$ cat config.mk
export PLATFORM = sky130hd
export DESIGN_NAME = e203_eai_copro
export DESIGN_NICKNAME = d
export VERILOG_FILES = /design/src/rtl/e203_eai_copro_pkg.sv /design/src/rtl/e203_eai_copro_mul.sv /design/src/rtl/e203_eai_copro.sv
export SDC_FILE = /design/constraint.sdc
export NUM_CORES = 1
export LEC_CHECK = 0
export CORE_MARGIN = 2
export CORE_UTILIZATION = 42
export CTS_CLUSTER_SIZE = 8
export DETAILED_ROUTE_END_ITERATION = 10
export GPL_ROUTABILITY_DRIVEN = 0
export PLACE_DENSITY = 0.61
export SLEW_MARGIN = 20
export SYNTH_ARGS = -nofsm -noshare
export SYNTH_HDL_FRONTEND = slang
export SYNTH_SLANG_ARGS = --single-unit
$ cat constraint.sdc
create_clock -name clk -period 7.9 [get_ports clk]
set_input_delay 0.79 -clock clk [delete_from_list [all_inputs] [get_ports clk]]
set_output_delay 0.79 -clock clk [all_outputs]
set_load 0.005 [all_outputs]
$ cat src/rtl/e203_eai_copro_pkg.sv
// Shared definitions for the EAI coprocessor: custom-0 opcode, funct3 codes,
// FSM state encoding, decoded operation type, and the instruction decoder.
package e203_eai_copro_pkg;

  localparam logic [6:0] EAI_OPCODE = 7'b0001011;

  localparam logic [2:0] F3_MUL   = 3'b000;
  localparam logic [2:0] F3_MAC   = 3'b001;
  localparam logic [2:0] F3_RDACC = 3'b010;
  localparam logic [2:0] F3_CLR   = 3'b011;

  typedef enum logic [1:0] {
    ST_IDLE = 2'd0,
    ST_EXEC = 2'd1,
    ST_RSP  = 2'd2
  } copro_state_e;

  typedef enum logic [2:0] {
    OP_MUL     = 3'd0,
    OP_MAC     = 3'd1,
    OP_RDACC   = 3'd2,
    OP_CLR     = 3'd3,
    OP_ILLEGAL = 3'd4
  } copro_op_e;

  // Anything outside the custom-0 opcode or the four funct3 codes is illegal.
  function automatic copro_op_e decode_op(input logic [6:0] opcode,
                                          input logic [2:0] funct3);
    copro_op_e op;
    op = OP_ILLEGAL;
    if (opcode == EAI_OPCODE) begin
      case (funct3)
        F3_MUL:   op = OP_MUL;
        F3_MAC:   op = OP_MAC;
        F3_RDACC: op = OP_RDACC;
        F3_CLR:   op = OP_CLR;
        default:  op = OP_ILLEGAL;
      endcase
    end
    return op;
  endfunction

endpackage

$ cat src/rtl/e203_eai_copro_mul.sv
// Iterative unsigned shift-add multiplier, low XLEN bits of the product.
// Ports:
//   clk, rst         clock and synchronous active-high reset
//   start            load op_a/op_b and begin; operands are ignored otherwise
//   op_a, op_b       multiplicand and multiplier
//   done             high during the last of the N = XLEN/MUL_BPC step cycles
//   product          final product, valid while done is high
module e203_eai_copro_mul
  import e203_eai_copro_pkg::*;
#(
  parameter int MUL_BPC = 1,
  parameter int XLEN    = 32
) (
  input  logic            clk,
  input  logic            rst,
  input  logic            start,
  input  logic [XLEN-1:0] op_a,
  input  logic [XLEN-1:0] op_b,
  output logic            done,
  output logic [XLEN-1:0] product
);

  localparam int N  = XLEN / MUL_BPC;
  localparam int CW = $clog2(N) + 1;
  localparam logic [CW-1:0] LAST = CW'(N - 1);

  logic [XLEN-1:0] mcand_q, mcand_d;
  logic [XLEN-1:0] mplier_q, mplier_d;
  logic [XLEN-1:0] prod_q, prod_d;
  logic [CW-1:0]   cnt_q, cnt_d;
  logic            active_q, active_d;

  // One partial product per multiplier bit retired this cycle.
  logic [XLEN-1:0] pp [MUL_BPC];
  logic [XLEN-1:0] step_sum;

  for (genvar gi = 0; gi < MUL_BPC; gi++) begin : g_pp
    assign pp[gi] = mplier_q[gi] ? (mcand_q << gi) : '0;
  end

  always_comb begin
    step_sum = '0;
    for (int i = 0; i < MUL_BPC; i++) begin
      step_sum = step_sum + pp[i];
    end
  end

  // The last step's sum is presented combinationally so the caller can
  // commit the result on the same edge that ends the final step.
  assign done    = active_q && (cnt_q == LAST);
  assign product = prod_q + step_sum;

  always_comb begin
    mcand_d  = mcand_q;
    mplier_d = mplier_q;
    prod_d   = prod_q;
    cnt_d    = cnt_q;
    active_d = active_q;
    if (start) begin
      mcand_d  = op_a;
      mplier_d = op_b;
      prod_d   = '0;
      cnt_d    = '0;
      active_d = 1'b1;
    end else if (active_q) begin
      prod_d   = prod_q + step_sum;
      mcand_d  = mcand_q << MUL_BPC;
      mplier_d = mplier_q >> MUL_BPC;
      // Counter stops at N once the last step retires; it never wraps.
      cnt_d    = cnt_q + 1'b1;
      if (cnt_q == LAST) begin
        active_d = 1'b0;
      end
    end
  end

  always_ff @(posedge clk) begin
    if (rst) begin
      mcand_q  <= '0;
      mplier_q <= '0;
      prod_q   <= '0;
      cnt_q    <= '0;
      active_q <= 1'b0;
    end else begin
      mcand_q  <= mcand_d;
      mplier_q <= mplier_d;
      prod_q   <= prod_d;
      cnt_q    <= cnt_d;
      active_q <= active_d;
    end
  end

endmodule

$ cat src/rtl/e203_eai_copro.sv
// E203 EAI coprocessor: multiply, multiply-accumulate, accumulator read and
// clear over a valid/ready request and multicycle response handshake.
// Ports:
//   clk, rst                       clock, synchronous active-high reset
//   eai_req_valid/ready            request handshake (ready only in IDLE)
//   eai_req_instr/rs1/rs2          instruction and operands, captured on accept
//   eai_rsp_valid/ready            response handshake (valid only in RSP)
//   eai_rsp_rdat, eai_rsp_err      result data and illegal-instruction flag
//   copro_busy                     high whenever not IDLE
module e203_eai_copro
  import e203_eai_copro_pkg::*;
#(
  parameter int MUL_BPC = 1,
  parameter int XLEN    = 32
) (
  input  logic            clk,
  input  logic            rst,
  input  logic            eai_req_valid,
  output logic            eai_req_ready,
  input  logic [XLEN-1:0] eai_req_instr,
  input  logic [XLEN-1:0] eai_req_rs1,
  input  logic [XLEN-1:0] eai_req_rs2,
  output logic            eai_rsp_valid,
  input  logic            eai_rsp_ready,
  output logic [XLEN-1:0] eai_rsp_rdat,
  output logic            eai_rsp_err,
  output logic            copro_busy
);

  copro_state_e    state_q, state_d;
  copro_op_e       op_q, op_d;
  logic [XLEN-1:0] acc_q, acc_d;
  logic [XLEN-1:0] rdat_q, rdat_d;
  logic            err_q, err_d;

  logic            mul_start;
  logic            mul_done;
  logic [XLEN-1:0] mul_product;
  copro_op_e       req_op;

  // Only the opcode and funct3 fields take part in decode.
  logic unused_instr_bits;
  assign unused_instr_bits = ^{eai_req_instr[XLEN-1:15], eai_req_instr[11:7]};

  assign req_op = decode_op(eai_req_instr[6:0], eai_req_instr[14:12]);

  // Operands go straight into the multiplier's registers on accept, so
  // later changes on rs1/rs2 have no effect.
  e203_eai_copro_mul #(
    .MUL_BPC (MUL_BPC),
    .XLEN    (XLEN)
  ) u_mul (
    .clk     (clk),
    .rst     (rst),
    .start   (mul_start),
    .op_a    (eai_req_rs1),
    .op_b    (eai_req_rs2),
    .done    (mul_done),
    .product (mul_product)
  );

  always_comb begin
    state_d   = state_q;
    op_d      = op_q;
    acc_d     = acc_q;
    rdat_d    = rdat_q;
    err_d     = err_q;
    mul_start = 1'b0;
    case (state_q)
      ST_IDLE: begin
        if (eai_req_valid) begin
          op_d = req_op;
          case (req_op)
            OP_MUL, OP_MAC: begin
              mul_start = 1'b1;
              state_d   = ST_EXEC;
            end
            OP_RDACC: begin
              rdat_d  = acc_q;
              err_d   = 1'b0;
              state_d = ST_RSP;
            end
            OP_CLR: begin
              rdat_d  = acc_q;
              acc_d   = '0;
              err_d   = 1'b0;
              state_d = ST_RSP;
            end
            default: begin
              rdat_d  = '0;
              err_d   = 1'b1;
              state_d = ST_RSP;
            end
          endcase
        end
      end
      ST_EXEC: begin
        // Result and accumulator are committed on the edge entering RSP.
        if (mul_done) begin
          err_d   = 1'b0;
          state_d = ST_RSP;
          if (op_q == OP_MAC) begin
            acc_d  = acc_q + mul_product;
            rdat_d = acc_q + mul_product;
          end else begin
            rdat_d = mul_product;
          end
        end
      end
      ST_RSP: begin
        if (eai_rsp_ready) begin
          state_d = ST_IDLE;
        end
      end
      default: begin
        state_d = ST_IDLE;
      end
    endcase
  end

  always_ff @(posedge clk) begin
    if (rst) begin
      state_q <= ST_IDLE;
      op_q    <= OP_ILLEGAL;
      acc_q   <= '0;
      rdat_q  <= '0;
      err_q   <= 1'b0;
    end else begin
      state_q <= state_d;
      op_q    <= op_d;
      acc_q   <= acc_d;
      rdat_q  <= rdat_d;
      err_q   <= err_d;
    end
  end

  // All handshake outputs come from registered state only.
  assign eai_req_ready = (state_q == ST_IDLE);
  assign eai_rsp_valid = (state_q == ST_RSP);
  assign copro_busy    = (state_q != ST_IDLE);
  assign eai_rsp_rdat  = rdat_q;
  assign eai_rsp_err   = err_q;

endmodule

# [Yosys cells after proc, flatten, opt, wreduce, memory -nomap -nowiden]
# Cells that the tools add are included.
[totals] out_inout_bits=36 register_bits=173 word_cells=76
[op_classes] reduce_logical=14 addsub=3 mux=32 n_eq_ne=17
[op_table] op="32-bit 2-to-1 mux" n=12
[op_table] op="32-bit case mux with 2 select lines" n=3
[op_table] op="32-bit adder" n=2
[op_table] op="3-bit by 2-bit == test with 1-bit output (second input constant)" n=4
[op_table] op="3-bit case mux with 4 select lines" n=1
[op_table] op="3-bit by 1-bit == test with 1-bit output (second input constant)" n=3
[op_table] op="1-bit 2-to-1 mux" n=8
[op_table] op="2-bit 2-to-1 mux" n=4
[op_table] op="2-bit inequality test (second input constant)" n=4
[op_table] op="7-bit by 4-bit == test with 1-bit output (second input constant)" n=1
[op_table] op="6-bit by 1-bit adder with 6-bit output (second input constant)" n=1
[op_table] op="6-bit by 5-bit == test with 1-bit output (second input constant)" n=1
[op_table] op="3-bit zero test" n=2
[op_table] op="2-bit case mux with 3 select lines" n=1
[op_table] op="2-bit nonzero test" n=3
[op_table] op="2-bit OR reduction" n=3
[op_table] op="5-bit AND reduction" n=1
[op_table] op="2-bit by 1-bit inequality test with 1-bit output (second input constant)" n=2
[op_table] op="1-bit case mux with 2 select lines" n=2
[op_table] op="4-bit AND reduction" n=1
[op_table] op="3-bit 2-to-1 mux" n=1
[op_table] op="3-bit AND reduction" n=1
[op_table] op="2-bit by 1-bit == test with 1-bit output (second input constant)" n=1
[op_table] op="2-bit == test (second input constant)" n=1
[op_table] op="3 further kinds" n=3

# [Logic depth before layout (Yosys ltp)]
[depth] depth_word=9 ltp_mapped=21 mapped_depth_nobuf=20

# [Modules after synthesis]
# A second synthesis with hierarchy kept.
[unflattened] hier_cells=1378 hier_area_um2=11175.7
[by_module_without_submodules] mod="e203_eai_copro_mul" area_each_um2=6391.1 instances=1 seq_area_each_um2=2062.0 cells_per_inst=806
[by_module_without_submodules] mod="e203_eai_copro" area_each_um2=4784.6 instances=1 seq_area_each_um2=1401.3 cells_per_inst=572

# [Worst setup path after synthesis]
# No wires, ideal clock.
[synth_timing] kind="reg2reg" startpoint="register u_mul.mplier_q[0]" endpoint="register acc_q[31]" n_path_buf=1 setup_ps=64 required_ps=7836 arrival_ps=4429 setup_slack_ps=3407 stages_incl_launch_ff=20 path_cell_list="dfxtp_1 > clkbuf_1 > and2_1 > ha_1 > and2_1 > and3_4 > a221o_1 > o21bai_1 > a21boi_0 > o311ai_1 > ha_1 > nand4_1 > nor2_1 > a211oi_1 > a21oi_1 > o31a_1 > o21ai_0 > nand2_1 > or3b_2 > nand4_1"
[synth_via] elab_chain_len=6
[synth_lines] item="start, declared" line_no="e203_eai_copro_mul.sv:28" rtl="logic [XLEN-1:0] mplier_q, mplier_d;"
[synth_lines] item="start signal, assigned" line_no="e203_eai_copro_mul.sv:86" rtl="mplier_q <= mplier_d;"
[synth_lines] item="32-bit 2-to-1 mux" line_no="e203_eai_copro_mul.sv:38" rtl="assign pp[gi] = mplier_q[gi] ? (mcand_q << gi) : '0;"
[synth_lines] item="32-bit adder" line_no="e203_eai_copro_mul.sv:51" rtl="assign product = prod_q + step_sum;"
[synth_lines] item="via mul_product[17]" line_no="e203_eai_copro.sv:38" rtl="logic [XLEN-1:0] mul_product;"
[synth_lines] item="32-bit adder" line_no="e203_eai_copro.sv:103" rtl="acc_d = acc_q + mul_product;"
[synth_lines] item="32-bit 2-to-1 mux" line_no="e203_eai_copro.sv:102" rtl="if (op_q == OP_MAC) begin"
[synth_lines] item="32-bit 2-to-1 mux" line_no="e203_eai_copro.sv:99" rtl="if (mul_done) begin"
[synth_lines] item="32-bit case mux with 2 select lines" line_no="e203_eai_copro.sv:69" rtl="case (state_q)"
[synth_lines] item="end signal, assigned" line_no="e203_eai_copro.sv:125" rtl="acc_q <= '0;"
[synth_lines] item="end signal, assigned" line_no="e203_eai_copro.sv:131" rtl="acc_q <= acc_d;"
[synth_lines] item="end, declared" line_no="e203_eai_copro.sv:32" rtl="logic [XLEN-1:0] acc_q, acc_d;"
# The timed path passes the listed nets, and every way through them passes these cells. The select of a mux whose other input is x is not followed.
# A chain may end at the register's enable or synchronous reset.

# [Worst setup path after layout]
# Ends and elaborated chain as after synthesis.

==> results by stage <==
Synth:
- The area fraction of the dominant cell type after synthesis is 0.325.
- The async set-or-reset flop fraction in the synthesized netlist is 0.
- In the synthesized netlist, the number of instances is 1290.
- The number of warning messages in the yosys log is 0.
- The average instance in the mapped netlist occupies 8.27 um^2.
- The cell type with the highest aggregate area in the netlist is dfxtp_1.
- Synthesis instantiated 67 different standard cells from the library.
- The sequential element share of the synthesized area is 0.325.
- In this run the cell area of the synthesized design comes to 10700 um^2.
- For this run, the leading register cell type out of synthesis is dfxtp_1.
- The synthesized design contains 173 register bits.
- After synthesis, the cell types taking the most area are dfxtp_1 (32%), mux2i_1 (8.6%), ha_1 (8.0%).
- The number of nets handed over by synthesis was 1460.
- In this run, synthesis inferred 0 flip-flops with an integrated enable.

Clocking:
- After clock tree synthesis, the clock-pin slew on the worst setup and hold paths is 0.07 ns.
- The total of cells resized after clock tree synthesis is 0.
- The cell sitting at the root of the clock tree is a clkbuf_16.
- The clock tree from TritonCTS is done.
- The latest clock arrival within the worst-skew pair is 0.45 ns.
- Counting the buffers created by CTS gives 17.
- Buffers added to address setup during post-CTS repair amount to 0.
- For this design, the sink count on the clock tree is 173.
- The H-tree was split into 4 levels.
- The maximum clock insertion buffer count is 2.
- For this design, the CTS-stage hold fixing added 0 buffers.

STA:
- The number of slew-limit violations in the final report was 0.
- The final critical path time including I/O delays and setup is 5.81 ns.
- The aggregate negative setup slack is 0 ns.
- The hold violation count in the final report was 0.
- The pin slew with the least headroom to its limit is 1.05 ns.
- The worst relative slew slack is 0.299.
- The clock skew is 0.00765 ns.
- The part of the cycle the worst path needs is 0.736.
- The final hold slack is 0.477 ns.
- Setup repair after global routing left no endpoint under its margin.
- The number of setup violations in the final report is 0.
- The highest clock rate is 172 MHz.

Detailed routing:
- Using the TritonRoute via totals, the vias-per-cell ratio works out to 5.62.
- In the final routed layout, each cell accounts on average for 16.7 um.
- The total wire length after detailed routing is 28200 um.
- The DRC violation total after the first TritonRoute iteration is 761.
- The number of detailed-route iterations in the first pass is 5.
- The via total after detailed routing is 9485.
- Once detail routing completed, the nets flagged for antenna violations numbered 0.
- For this run, design rule violations remaining after detail routing come to 0.

Power:
- The analysis attributes to cell leakage a power of 4.89 nW.
- The cell area power density is 151 nW/um^2.
- Across the VDD grid, the largest voltage drop is 0.0923 mV.

Worst setup path:
- The critical path data arrival time is 6.20 ns.
- STA classifies the critical path endpoint as a flip-flop.
- The register-to-register path setup slack is 2.09 ns.
- The signal on the critical path passes through and2_1, ha_1, a211oi_1, o21ai_1, o211a_1, o21bai_1, a21boi_0, o311ai_1, ha_1, nand4_1, nor2_1, a211oi_1, a21oi_1, o31a_1, o21ai_0, nand2_1, or3b_2, nand4_1.
- The kind of critical path is flip-flop to flip-flop.
- The largest fanout on the critical path is 33.
- The slowest cell on the critical path is dfxtp_1.
- The category of the worst setup path launch point is a flip-flop.
- In this design, the largest share of critical-path delay is due to compound AO/OA/AOI/OAI gates.
- The endpoint required time on the critical path is 8.29 ns.
- The largest single stage delay on the critical path is 0.87 ns.
- The sum of buffers and inverters on the critical path is 0.

GRT:
- The total congestion overflow after global routing is 0.
- The largest net degree at the start of global routing is 90.
- The overall global routing resource usage is 0.214.
- The number of antenna violations at the first check in global routing is 0.
- The first-pass GRT wire length is 46000 um.
- The via count of the first global-routing pass is 9045.

Cells and area:
- The final standard cell area without fillers is 12600 um^2.
- The number of antenna diodes in the final layout is 0.
- The final layout contains 1516 nets.
- The share of final-layout standard cells stronger than drive strength 1 is 0.0449.
- The area growth from synthesis to layout is 18.1%.

Floorplanning:
- The floorplan step defined a die boundary enclosing 26700 um^2.
- The floorplan die width is 163 um.
- After floorplanning, the core was sized to cover 25000 um^2.
- In this run the count of I/O pins placed on the die edge is 136.
- The initial cell density of the core is 0.426.
- Row generation in the floorplan step produced 58 rows.
- In this run the vertical extent of the chip is 163 um.

Place:
- The count of buffers added on input and output ports is 113.
- The post-DP HPWL is 19400 um.
- Once placement finished, the instance area stood at 12000 um^2.

Status:
- The flow ran to the end, and the final reports show no timing, DRC or antenna violations.

Run:
- Across the run, the number of max-cap violations was 0.

Worst hold path:
- The worst hold path belongs to the class flip-flop to flip-flop.
==> report_power, final <==
| group | internal (mW) | switching (mW) |
|---|---|---|
| clock | 0.461 | 0.434 |
| combinational | 0.0682 | 0.0503 |
| sequential | 0.883 | 0.00764 |
| total | 1.41 | 0.492 |
==> through the flow <==
step	utilization	power, mW	setup slack, ns	cells
5_1_grt	0.503	1.97	1.51	1689
6_report	0.503	1.90	2.09	1689
3_3_place_gp	0.479	1.03	2.18	1657
2_1_floorplan	-	0.953	3.41	1290
4_1_cts	0.503	1.92	2.09	1689
3_5_place_dp	0.479	1.03	2.12	1657
==> sequential cells by signal, summed over array words and instances, names as in the netlist <==
| signal | flops |
|---|---|
| eai_rsp_rdat | 32 |
| acc_q | 32 |
| state_q | 2 |
| u_mul.mcand_q | 32 |
| eai_rsp_err | 1 |
| op_q | 3 |
| u_mul.cnt_q | 6 |
| u_mul.mplier_q | 32 |
| u_mul.active_q | 1 |
| u_mul.prod_q | 32 |
==> Yosys cell counts, types with 9 or more instances <==
| master | n |
|---|---|
| and2_1 | 38 |
| a21o_1 | 28 |
| o21ai_0 | 53 |
| a21oi_1 | 109 |
| nor2_1 | 167 |
| a31oi_1 | 9 |
| a211oi_1 | 73 |
| nand3_1 | 20 |
| nand2_1 | 87 |
| buf_1 | 9 |
| ha_1 | 68 |
| mux2i_1 | 92 |
| nor2b_1 | 9 |
| a22oi_1 | 23 |
| clkbuf_1 | 77 |
| xor2_1 | 23 |
| o211ai_1 | 10 |
| a221oi_1 | 20 |
| inv_1 | 18 |
| nand4_1 | 18 |
| nand2b_1 | 11 |
| dfxtp_1 | 173 |
| nor3_1 | 16 |
| xnor2_1 | 38 |
==> tightest hold or removal path: stages (launching register included) <==
cell	delay, ns
dfxtp_1	0.33
nand2_1	0.06
a21oi_1	0.05
==> cells in the final DEF (no fill, tap or decap), types with 17 or more instances in the layout <==
cell / n
dfxtp_1: 172
nor2_1: 164
clkdlybuf4s50_1: 112
a21oi_1: 108
mux2i_1: 92
nand2_1: 87
a211oi_1: 73
ha_1: 68
o21ai_0: 53
xnor2_1: 38
and2_1: 38
a21o_1: 27
xor2_1: 23
a22oi_1: 23
nand3_1: 20
a221oi_1: 20
inv_1: 18
nand4_1: 18
clkbuf_16: 17
==> metal layers <==
layer | vias to the layer above | track usage | wire (um)
li1 | 4826 | - | -
met1 | 4379 | 0.295 | 13900
met2 | 242 | 0.346 | 12700
met3 | 38 | 0.0317 | 1210
met4 | 0 | 0.0636 | 391
met5 | - | 0 | 0
==> layout make-up <==
cell class	instances	area, um^2
clock buffer	17	425
clock inverter	15	185
fill	2401	12400
inverter	19	71.3
multi-input combinational	1012	6840
sequential	173	3470
tap	330	413
timing repair buffer	123	1200
==> kinds of logic (layout without fill, tap and decap cells) <==
group | Yosys count | after routing | share of synthesized area
AND/OR/NAND/NOR | 398 | 398 | 0.173
AO/OA/AOI/OAI | 388 | 388 | 0.241
flip-flops | 173 | 173 | 0.325
buffers and inverters | 105 | 174 | 0.0369
multiplexers | 94 | 94 | 0.0884
adder cells (fa/ha/maj) | 70 | 70 | 0.0835
XOR/XNOR | 62 | 62 | 0.0523
==> final timing paths <==
kind,to,cells after the start,start
max,acc_q[31],18,u_mul.mplier_q[0]
min,op_q[0],2,op_q[0]
max reg2reg,acc_q[31],18,u_mul.mplier_q[0]
min reg2reg,op_q[0],2,op_q[0]
No activity file was read; power rests on OpenSTA's default activity.
